**src/rtl/cpu_pkg.sv**
```systemverilog
// Shared definitions for the Mini SRC control unit: opcodes, ALU codes,
// sequencer states, instruction classes and the bundled control word.
package cpu_pkg;

    localparam int OPCODE_W = 5;
    localparam int ALU_W    = 5;

    localparam logic [OPCODE_W-1:0] OP_LD   = 5'd0;
    localparam logic [OPCODE_W-1:0] OP_LDI  = 5'd1;
    localparam logic [OPCODE_W-1:0] OP_ST   = 5'd2;
    localparam logic [OPCODE_W-1:0] OP_ADD  = 5'd3;
    localparam logic [OPCODE_W-1:0] OP_SUB  = 5'd4;
    localparam logic [OPCODE_W-1:0] OP_AND  = 5'd10;
    localparam logic [OPCODE_W-1:0] OP_OR   = 5'd11;
    localparam logic [OPCODE_W-1:0] OP_ADDI = 5'd12;
    localparam logic [OPCODE_W-1:0] OP_ANDI = 5'd13;
    localparam logic [OPCODE_W-1:0] OP_ORI  = 5'd14;
    localparam logic [OPCODE_W-1:0] OP_NOP  = 5'd26;
    localparam logic [OPCODE_W-1:0] OP_HALT = 5'd27;

    localparam logic [ALU_W-1:0] ALU_ADD = 5'd3;
    localparam logic [ALU_W-1:0] ALU_SUB = 5'd4;
    localparam logic [ALU_W-1:0] ALU_AND = 5'd10;
    localparam logic [ALU_W-1:0] ALU_OR  = 5'd11;
    localparam logic [ALU_W-1:0] ALU_INC = 5'd19;

    typedef enum logic [3:0] {
        S_RESET,
        S_T0, S_T1, S_T2, S_T3, S_T4, S_T5, S_T6, S_T7,
        S_HALT
    } state_e;

    typedef enum logic [2:0] {
        CLS_RTYPE,
        CLS_IMM,
        CLS_LDI,
        CLS_LD,
        CLS_ST,
        CLS_NOP,
        CLS_HALT,
        CLS_ILLEGAL
    } instr_class_e;

    // One bit per datapath strobe, plus the ALU operation for the step.
    typedef struct packed {
        logic             pc_out;
        logic             pc_in;
        logic             pc_increment;
        logic             mar_in;
        logic             mdr_in;
        logic             mdr_out;
        logic             read;
        logic             memory_read;
        logic             memory_write;
        logic             ir_in;
        logic             ry_in;
        logic             zhigh_in;
        logic             zlow_in;
        logic             zlow_out;
        logic             c_out;
        logic             gra;
        logic             grb;
        logic             grc;
        logic             r_in;
        logic             r_out;
        logic             ba_out;
        logic [ALU_W-1:0] alu_control;
    } ctrl_t;

    // ldi, ld and st all form an effective address as Rb (or 0) + C.
    function automatic logic uses_addr_path(input instr_class_e cls);
        return (cls == CLS_LDI) || (cls == CLS_LD) || (cls == CLS_ST);
    endfunction

endpackage

```
**src/rtl/cu_decoder.sv**
```systemverilog
// Combinational opcode decoder: maps the latched opcode to an instruction
// class and the ALU operation used in the execute step.
module cu_decoder
    import cpu_pkg::*;
(
    input  logic [OPCODE_W-1:0] opcode,
    output instr_class_e        instr_class,
    output logic [ALU_W-1:0]    alu_op
);

    // NOTE: every output gets a default before the case so no latch is inferred.
    always_comb begin
        instr_class = CLS_ILLEGAL;
        alu_op      = ALU_ADD;
        case (opcode)
            OP_LD:   instr_class = CLS_LD;
            OP_LDI:  instr_class = CLS_LDI;
            OP_ST:   instr_class = CLS_ST;
            OP_ADD:  instr_class = CLS_RTYPE;
            OP_SUB:  begin instr_class = CLS_RTYPE; alu_op = ALU_SUB; end
            OP_AND:  begin instr_class = CLS_RTYPE; alu_op = ALU_AND; end
            OP_OR:   begin instr_class = CLS_RTYPE; alu_op = ALU_OR;  end
            OP_ADDI: instr_class = CLS_IMM;
            OP_ANDI: begin instr_class = CLS_IMM;   alu_op = ALU_AND; end
            OP_ORI:  begin instr_class = CLS_IMM;   alu_op = ALU_OR;  end
            OP_NOP:  instr_class = CLS_NOP;
            OP_HALT: instr_class = CLS_HALT;
            default: instr_class = CLS_ILLEGAL;
        endcase
    end

endmodule

```
**src/rtl/control_unit.sv**
```systemverilog
// Hardwired Moore sequencer for the Mini SRC datapath: steps T0..T7 one per
// clock and drives every datapath strobe from the state and latched opcode.
module control_unit
    import cpu_pkg::*;
#(
    parameter bit STOP_ON_ILLEGAL = 1'b1
) (
    input  logic             clk,
    input  logic             clr,
    input  logic [31:0]      ir,
    input  logic             stop,
    output logic             run,
    output logic             PCout,
    output logic             PCin,
    output logic             pc_increment,
    output logic             MARin,
    output logic             MDRin,
    output logic             MDRout,
    output logic             read,
    output logic             memoryRead,
    output logic             memoryWrite,
    output logic             IRin,
    output logic             RYin,
    output logic             Zhighin,
    output logic             Zlowin,
    output logic             Zlowout,
    output logic             Cout,
    output logic             Gra,
    output logic             Grb,
    output logic             Grc,
    output logic             Rin,
    output logic             Rout,
    output logic             BAout,
    output logic [ALU_W-1:0] alu_control
);

    state_e              state_q, state_d;
    logic [OPCODE_W-1:0] opcode_q;
    logic                stop_q;
    instr_class_e        dec_class;
    instr_class_e        cls;
    logic [ALU_W-1:0]    alu_op;
    ctrl_t               ctrl;
    logic                unused_ir;

    // Only the opcode field matters here; operand fields go to the datapath.
    assign unused_ir = ^ir[26:0];

    cu_decoder u_decoder (
        .opcode      (opcode_q),
        .instr_class (dec_class),
        .alu_op      (alu_op)
    );

    assign cls = (dec_class != CLS_ILLEGAL) ? dec_class
               : (STOP_ON_ILLEGAL ? CLS_HALT : CLS_NOP);

    // NOTE: sequential state uses non-blocking assignments and an asynchronous
    // active-low clear, so state (and hence every strobe) drops as soon as clr falls.
    always_ff @(posedge clk or negedge clr) begin
        if (!clr) begin
            state_q  <= S_RESET;
            opcode_q <= '0;
            stop_q   <= 1'b0;
        end else begin
            state_q <= state_d;
            if (state_q == S_T2) opcode_q <= ir[31:27];
            if (state_q == S_T0) stop_q   <= stop;
        end
    end

    // A finished instruction returns to fetch unless a stop was seen in its T0.
    state_e done_state;
    assign done_state = stop_q ? S_HALT : S_T0;

    always_comb begin
        state_d = state_q;
        ctrl    = '0;
        run     = 1'b1;
        case (state_q)
            S_RESET: begin
                run     = 1'b0;
                state_d = S_T0;
            end
            S_T0: begin
                ctrl.pc_out       = 1'b1;
                ctrl.mar_in       = 1'b1;
                ctrl.pc_increment = 1'b1;
                ctrl.zlow_in      = 1'b1;
                ctrl.zhigh_in     = 1'b1;
                ctrl.alu_control  = ALU_INC;
                state_d           = S_T1;
            end
            S_T1: begin
                ctrl.zlow_out    = 1'b1;
                ctrl.pc_in       = 1'b1;
                ctrl.read        = 1'b1;
                ctrl.memory_read = 1'b1;
                ctrl.mdr_in      = 1'b1;
                state_d          = S_T2;
            end
            S_T2: begin
                ctrl.mdr_out = 1'b1;
                ctrl.ir_in   = 1'b1;
                state_d      = S_T3;
            end
            S_T3: begin
                case (cls)
                    CLS_RTYPE, CLS_IMM: begin
                        ctrl.grb   = 1'b1;
                        ctrl.r_out = 1'b1;
                        ctrl.ry_in = 1'b1;
                        state_d    = S_T4;
                    end
                    CLS_LDI, CLS_LD, CLS_ST: begin
                        ctrl.grb    = 1'b1;
                        ctrl.ba_out = 1'b1;
                        ctrl.ry_in  = 1'b1;
                        state_d     = S_T4;
                    end
                    CLS_NOP: state_d = done_state;
                    default: state_d = S_HALT;
                endcase
            end
            S_T4: begin
                ctrl.zlow_in     = 1'b1;
                ctrl.zhigh_in    = 1'b1;
                ctrl.alu_control = uses_addr_path(cls) ? ALU_ADD : alu_op;
                if (cls == CLS_RTYPE) begin
                    ctrl.grc   = 1'b1;
                    ctrl.r_out = 1'b1;
                end else begin
                    ctrl.c_out = 1'b1;
                end
                state_d = S_T5;
            end
            S_T5: begin
                ctrl.zlow_out = 1'b1;
                if (cls == CLS_LD || cls == CLS_ST) begin
                    ctrl.mar_in = 1'b1;
                    state_d     = S_T6;
                end else begin
                    ctrl.gra  = 1'b1;
                    ctrl.r_in = 1'b1;
                    state_d   = done_state;
                end
            end
            S_T6: begin
                ctrl.mdr_in = 1'b1;
                if (cls == CLS_ST) begin
                    ctrl.gra   = 1'b1;
                    ctrl.r_out = 1'b1;
                end else begin
                    ctrl.read        = 1'b1;
                    ctrl.memory_read = 1'b1;
                end
                state_d = S_T7;
            end
            S_T7: begin
                if (cls == CLS_ST) begin
                    ctrl.memory_write = 1'b1;
                end else begin
                    ctrl.mdr_out = 1'b1;
                    ctrl.gra     = 1'b1;
                    ctrl.r_in    = 1'b1;
                end
                state_d = done_state;
            end
            S_HALT: run = 1'b0;
            default: begin
                run     = 1'b0;
                state_d = S_RESET;
            end
        endcase
    end

    assign PCout        = ctrl.pc_out;
    assign PCin         = ctrl.pc_in;
    assign pc_increment = ctrl.pc_increment;
    assign MARin        = ctrl.mar_in;
    assign MDRin        = ctrl.mdr_in;
    assign MDRout       = ctrl.mdr_out;
    assign read         = ctrl.read;
    assign memoryRead   = ctrl.memory_read;
    assign memoryWrite  = ctrl.memory_write;
    assign IRin         = ctrl.ir_in;
    assign RYin         = ctrl.ry_in;
    assign Zhighin      = ctrl.zhigh_in;
    assign Zlowin       = ctrl.zlow_in;
    assign Zlowout      = ctrl.zlow_out;
    assign Cout         = ctrl.c_out;
    assign Gra          = ctrl.gra;
    assign Grb          = ctrl.grb;
    assign Grc          = ctrl.grc;
    assign Rin          = ctrl.r_in;
    assign Rout         = ctrl.r_out;
    assign BAout        = ctrl.ba_out;
    assign alu_control  = ctrl.alu_control;

endmodule

```
**config.mk**
```make
export PLATFORM = sky130hd
export DESIGN_NAME = control_unit
export DESIGN_NICKNAME = d
export VERILOG_FILES = /design/src/rtl/cpu_pkg.sv /design/src/rtl/cu_decoder.sv /design/src/rtl/control_unit.sv
export SDC_FILE = /design/constraint.sdc
export NUM_CORES = 1
export LEC_CHECK = 0
export BUFFER_PORTS_ARGS = -buffer_cell sky130_fd_sc_hd__buf_2
export CORE_UTILIZATION = 42
export DETAILED_ROUTE_END_ITERATION = 12
export PLACE_DENSITY = 0.85
export SETUP_SLACK_MARGIN = 0.02
export SLEW_MARGIN = 0
export SYNTH_ARGS = -nofsm -noshare
export SYNTH_HDL_FRONTEND = slang
export SYNTH_HIERARCHICAL = 1
export SYNTH_SLANG_ARGS = --single-unit
```
**constraint.sdc**
```tcl
create_clock -name clk -period 5.5 [get_ports clk]
set_input_delay 0 -clock clk [delete_from_list [all_inputs] [get_ports clk]]
set_output_delay 0 -clock clk [all_outputs]
set_load 0.01 [all_outputs]
```
; ---- Yosys cells after proc, flatten, opt, wreduce, memory -nomap -nowiden
; Index checks and enable logic that the tools add are counted.
[word_totals]
output_inout_bits = 27
n_memories = 0
latchBits = 0
mem_bits_rw = 0
rom_bits = 0
inputBits = 35
regBits = 10
wordCells = 83
[classes]
n_eq_ne = 26
order_cmp = 0
div = 0
addsub = 0
shift = 0
reduce_logical = 17
n_bitwise = 0
muxes = 37
multipliers = 0
[ops]
columns = cell, n
row1 = 4-bit case mux with 10 select lines, 1
row2 = "5-bit by 4-bit equality test with 1-bit output, second input constant", 5
row3 = 3-bit case mux with 7 select lines, 1
row4 = 1-bit two-way mux, 20
row5 = "4-bit by 3-bit equality test with 1-bit output, second input constant", 4
row6 = 4-bit case mux with 3 select lines, 1
row7 = 2-bit OR reduction, 6
row8 = "5-bit by 2-bit equality test with 1-bit output, second input constant", 2
row9 = "5-bit equality test, second input constant", 2
row10 = 5-bit case mux with 2 select lines, 1
row11 = "4-bit by 2-bit equality test with 1-bit output, second input constant", 2
row12 = "4-bit equality test, second input constant", 2
row13 = 4-bit two-way mux, 2
row14 = 4-bit case mux with 2 select lines, 1
row15 = 8-bit OR reduction, 1
row16 = "3-bit by 2-bit equality test with 1-bit output, second input constant", 2
row17 = "3-bit equality test, second input constant", 2
row18 = 1-bit case mux with 2 select lines, 3
row19 = 1-bit case mux with 3 select lines, 2
row20 = 3-bit OR reduction, 2
row21 = "5-bit by 1-bit equality test with 1-bit output, second input constant", 1
row22 = "5-bit by 3-bit equality test with 1-bit output, second input constant", 1
row23 = 5-bit zero test, 1
row24 = 5-bit two-way mux, 1
row25 = other kinds (11), 14

; ---- Logic depth before layout (Yosys ltp)
[logic_depth]
depth_word = 10
mapped_depth = 9

; ---- Modules after synthesis
; Netlist, hierarchy kept.
[modules_own_cells]
columns = module, area_each_um2, instances, cells_per_inst
row1 = control_unit, 778.2, 1, 96
row2 = cu_decoder, 182.7, 1, 26

; ---- Worst setup path before layout
; OpenSTA, ideal clock, no wires.
[synth_path]
kind = flip-flop to flip-flop
startpoint = register opcode_q[1]
endpoint = register state_q[3]
arrival_ns = 1.979
stages_incl_launch_ff = 9
setup_ns = 0.126
required_time_ns = 5.374
synth_period_minus_slack_ns = 2.106
setup_slack_ns = 3.394
path_cell_list = dfrtp_1 -> clkbuf_2 -> nand2b_2 -> nor4_4 -> nor3_1 -> or3b_1 -> buf_6 -> o211a_1 -> a311o_1
[synth_between]
elab_chain_cells = 9
[synth_rtl]
columns = item, line_no
row1 = from (decl), control_unit.sv:38  ; logic [OPCODE_W-1:0] opcode_q;
row2 = from (signal assigned), control_unit.sv:67  ; if (state_q == S_T2) opcode_q <= ir[31:27];
row3 = "5-bit by 2-bit equality test with 1-bit output, or another cell as far along", cu_decoder.sv:15  ; case (opcode)
row4 = 4-bit OR reduction (no source line) or 3-bit OR reduction (tied branches), n/a
row5 = 3-bit case mux with 7 select lines (*), cu_decoder.sv:15
row6 = via dec_class[0], control_unit.sv:40  ; instr_class_e dec_class;
row7 = 3-bit inequality test, control_unit.sv:55  ; assign cls = (dec_class != CLS_ILLEGAL) ? dec_class
row8 = 3-bit two-way mux (*), control_unit.sv:55
row9 = "3-bit by 2-bit equality test with 1-bit output, or another cell as far along", control_unit.sv:108  ; case (cls)
row10 = 5-bit OR reduction (no source line) or 1-bit logical OR (tied branches), n/a
row11 = 4-bit case mux with 2 select lines or 4-bit two-way mux (tied branches), "control_unit.sv:108, control_unit.sv:139"
row12 = 4-bit case mux with 10 select lines (*), control_unit.sv:80  ; case (state_q)
row13 = to (signal assigned), control_unit.sv:66  ; state_q <= state_d;
row14 = to (decl), control_unit.sv:37  ; state_e state_q, state_d;
; The timed path passes the listed nets; every way through them passes the cells marked *.
; A chain may end at the register's enable or synchronous reset.

; ---- Final worst setup path
[layout_path]
startpoint = register opcode_q[1]
endpoint = output Gra
[layout_between]
elab_chain_cells = 9
[layout_rtl]
columns = item, line_no
row1 = "5-bit by 2-bit equality test with 1-bit output, or another cell as far along", cu_decoder.sv:15
row2 = 4-bit OR reduction (no source line) or 3-bit OR reduction (tied branches), n/a
row3 = 3-bit case mux with 7 select lines (*), cu_decoder.sv:15
row4 = via dec_class[0], control_unit.sv:40
row5 = 3-bit inequality test, control_unit.sv:55
row6 = 3-bit two-way mux (*), control_unit.sv:55
row7 = 3-bit by 2-bit equality test with 1-bit output or 3-bit equality test (tied branches), "control_unit.sv:139, control_unit.sv:150, control_unit.sv:160"
row8 = 1-bit logical OR, control_unit.sv:139  ; if (cls == CLS_LD || cls == CLS_ST) begin
row9 = 1-bit two-way mux, control_unit.sv:139
row10 = 1-bit case mux with 3 select lines (*), control_unit.sv:80
row11 = to (decl), control_unit.sv:28  ; output logic Gra,
; Marks and branches as above.

==> run_results.csv <==
group,metric,value,unit
detailed_routing,routed_wl,2.18,mm
floorplan,fp-row-count,16,
logic_synthesis,synth_xor_area_share,1.82,%
cts,cts_setup_buffers,0,
sta,tns,0,ps
sta,fmax,376,MHz
logic_synthesis,yosysWarnings,6,
final_layout,drive_above_1_share,31.8,%
worst_setup_path,end_kind,"primary output",
detailed_routing,drt_iter0_drc,32,
detailed_routing,vias,982,
sta,finClkSkew,0.622,ps
worst_setup_path,crit_type,"register to primary output",
power_and_ir_drop,ir_worst_vdd,0.261,mV
sta,tightest_slew,553,ps
detailed_routing,drc,0,
logic_synthesis,synth-simple-area-share,35.9,%
detailed_routing,viasPerCell,5.43,
logic_synthesis,synthArstFlopShare,100,%
place,dp_hpwl,1.59,mm
detailed_routing,wl_per_cell,12.1,um
logic_synthesis,synthCells,122,
global_routing,grt_usage,20.0,%
place,portBuffers,34,
cts,clockBufferDepth,2,
logic_synthesis,synth-main-ff-cell,"dfrtp_1",
final_layout,multi_input_area,623,sq um
sta,period_needed,2660,ps
place,routabilityCongestion,0.858,
sta,report.final.hold_viol_count,0,
sta,slew_headroom,62.8,%
cts,worstSkewPairLatency,260,ps
power_and_ir_drop,p_leak,0.000576,uW
final_layout,final_nets,190,
final_layout,synthToLayoutAreaGrowth,24.0,%
worst_setup_path,path_max_fanout,10,
cts,cts-root-buf,"clkbuf_4",
final_layout,fillers,198,
floorplan,initial_utilization,46.6,%
floorplan,die_h,49.8,um
cts,htreeDepth,1,
detailed_routing,first_pass_iters,4,
status,status,"finished clean",
cts,cts.hold.buffers_added,7,
sta,setup_viol,0,
worst_setup_path,cp.arrival,2660,ps
logic_synthesis,synth-adder-area-share,0,%
global_routing,grt_max_degree,19,
worst_setup_path,critPathLaunchType,"register",
final_layout,regArea,250,sq um
logic_synthesis,synth_edf_count,0,
cts,cts.repair.resized,0,
logic_synthesis,synth-seq-cells,10,
global_routing,grt-ovfl-total,0,
cts,numCtsBuffers,3,
power_and_ir_drop,cellPowerDensity,595,nW/um^2
logic_synthesis,synth_mux_area_share,7.03,%
final_layout,final_common_cell,"buf_2",
sta,rsz0062_at_grt,"false",
sta,post-route-period-util,48.4,%
detailed_routing,drtAntennaViolNets,0,
global_routing,grt_pass1_vias,868,
cts,clkTransAtPathRegs,60,ps
power_and_ir_drop,finalPower,709,uW
logic_synthesis,synthesis.nets,157,
global_routing,grt_pass1_wl,3.88,mm
floorplan,dieArea,2480,sq um
final_layout,final_cell_mix,"34 x buf_2, 11 x nor2_1, 10 x nand2_1, 10 x dfrtp_1, 9 x nor3_1",
floorplan,io_pins,62,
worst_setup_path,cp_data_required_time,5500,ps
floorplan,dieWidth,49.8,um
logic_synthesis,ys_seq_area_share,26.0,%
global_routing,antenna_found_initial,0,
worst_hold_path,hold_path.class,"input pin to async pin",
logic_synthesis,synth_cell_types,43,
floorplan,core_area,2060,sq um
logic_synthesis,synth_top_family_by_area,"simple AND/OR/NAND/NOR gates",
logic_synthesis,avgSynthCellArea,7.88,sq um
sta,maxSlewViolCount,0,
final_layout,diodes,0,
cts,clock-sinks,10,
logic_synthesis,synth_area,961,sq um
logic_synthesis,synth_compound_area_share,19.7,%
cts,cts_tree,"done",
run,cap_violations,0,
==> synthesized netlist by cell type (5+ instances only) <==
master    number  area share [%]
nor2_1        11             4.3
dfrtp_1       10              26
nand2_1       10             3.9
nor3_1         9             4.7
nand2b_1       8             5.2
mux2_2         6             7.0
nor2b_1        6             3.9
a21oi_1        5             2.6
buf_4          5             3.9
o21ai_0        5             2.6
==> stage by stage <==
stage | std cells | util [%] | area [sq um] | worst slack (ps) | hold WS (ps)
after floorplan | 122 | - | 961 | 3390 | -296
after global placement | 170 | 52.6 | 1080 | 3210 | -143
after detailed placement | 170 | 52.6 | 1080 | 3150 | -135
after CTS | 181 | 57.8 | 1190 | 2860 | 115
after global routing | 181 | 57.8 | 1190 | 2530 | 122
final | 181 | 57.8 | 1190 | 2840 | 115
==> kinds of logic after synthesis <==
kind of cell | Yosys count
AND/OR/NAND/NOR | 60
AO/OA/AOI/OAI | 28
buffers and inverters | 15
flip-flops | 10
multiplexers | 6
XOR/XNOR | 2
other | 1
==> cell type report <==
cell class,count,share of cell area (%)
Timing Repair Buffer,41,20.2
Clock buffer,4,3.05
Sequential cell,10,21.0
Inverter,2,0.630
Multi-Input combinational cell,97,52.3
Tap cell,27,2.84
==> power by group <==
part           leakage (uW)  internal, uW  switching, uW  total [uW]
clock             0.0000210          40.1           23.4        63.5
combinational      0.000434           201            238         439
sequential         0.000121           108           98.5         206
==> final timing paths <==
path                        startpoint           to  slack (ps)  cells after the start
setup / recovery           opcode_q[1]          Gra        2840                      8
hold / removal                     clr  opcode_q[0]         120                      2
setup reg to reg           opcode_q[3]   state_q[3]        3160                      6
hold reg to reg                 stop_q       stop_q         600                      1
max in group asynchronous          clr   state_q[2]        5200                      2
min in group clk                ir[28]  opcode_q[1]         500                      3
==> registers in the layout, summed over array words and instances (netlist names) <==
signal,cells
opcode_q,5
stop_q,1
state_q,4
==> layer usage <==
metal  wire length, um  vias up  global-route usage [%]
met1               978      450                    26.9
met3               133        2                    2.16
li1                  -      491                       -
met2              1060       39                    32.2
met5                 0        -                       0
met4                12        0                    8.57
==> worst max-delay path: stages (launching register included) <==
cell and delay [ps]:
dfrtp_1 500, nand2b_2 220, nor4_4 50, nor3_1 500, or3b_1 390, o21ai_0 190
o31ai_1 320, a21o_1 120, buf_2 120
Power figures use the tool's default switching activity.
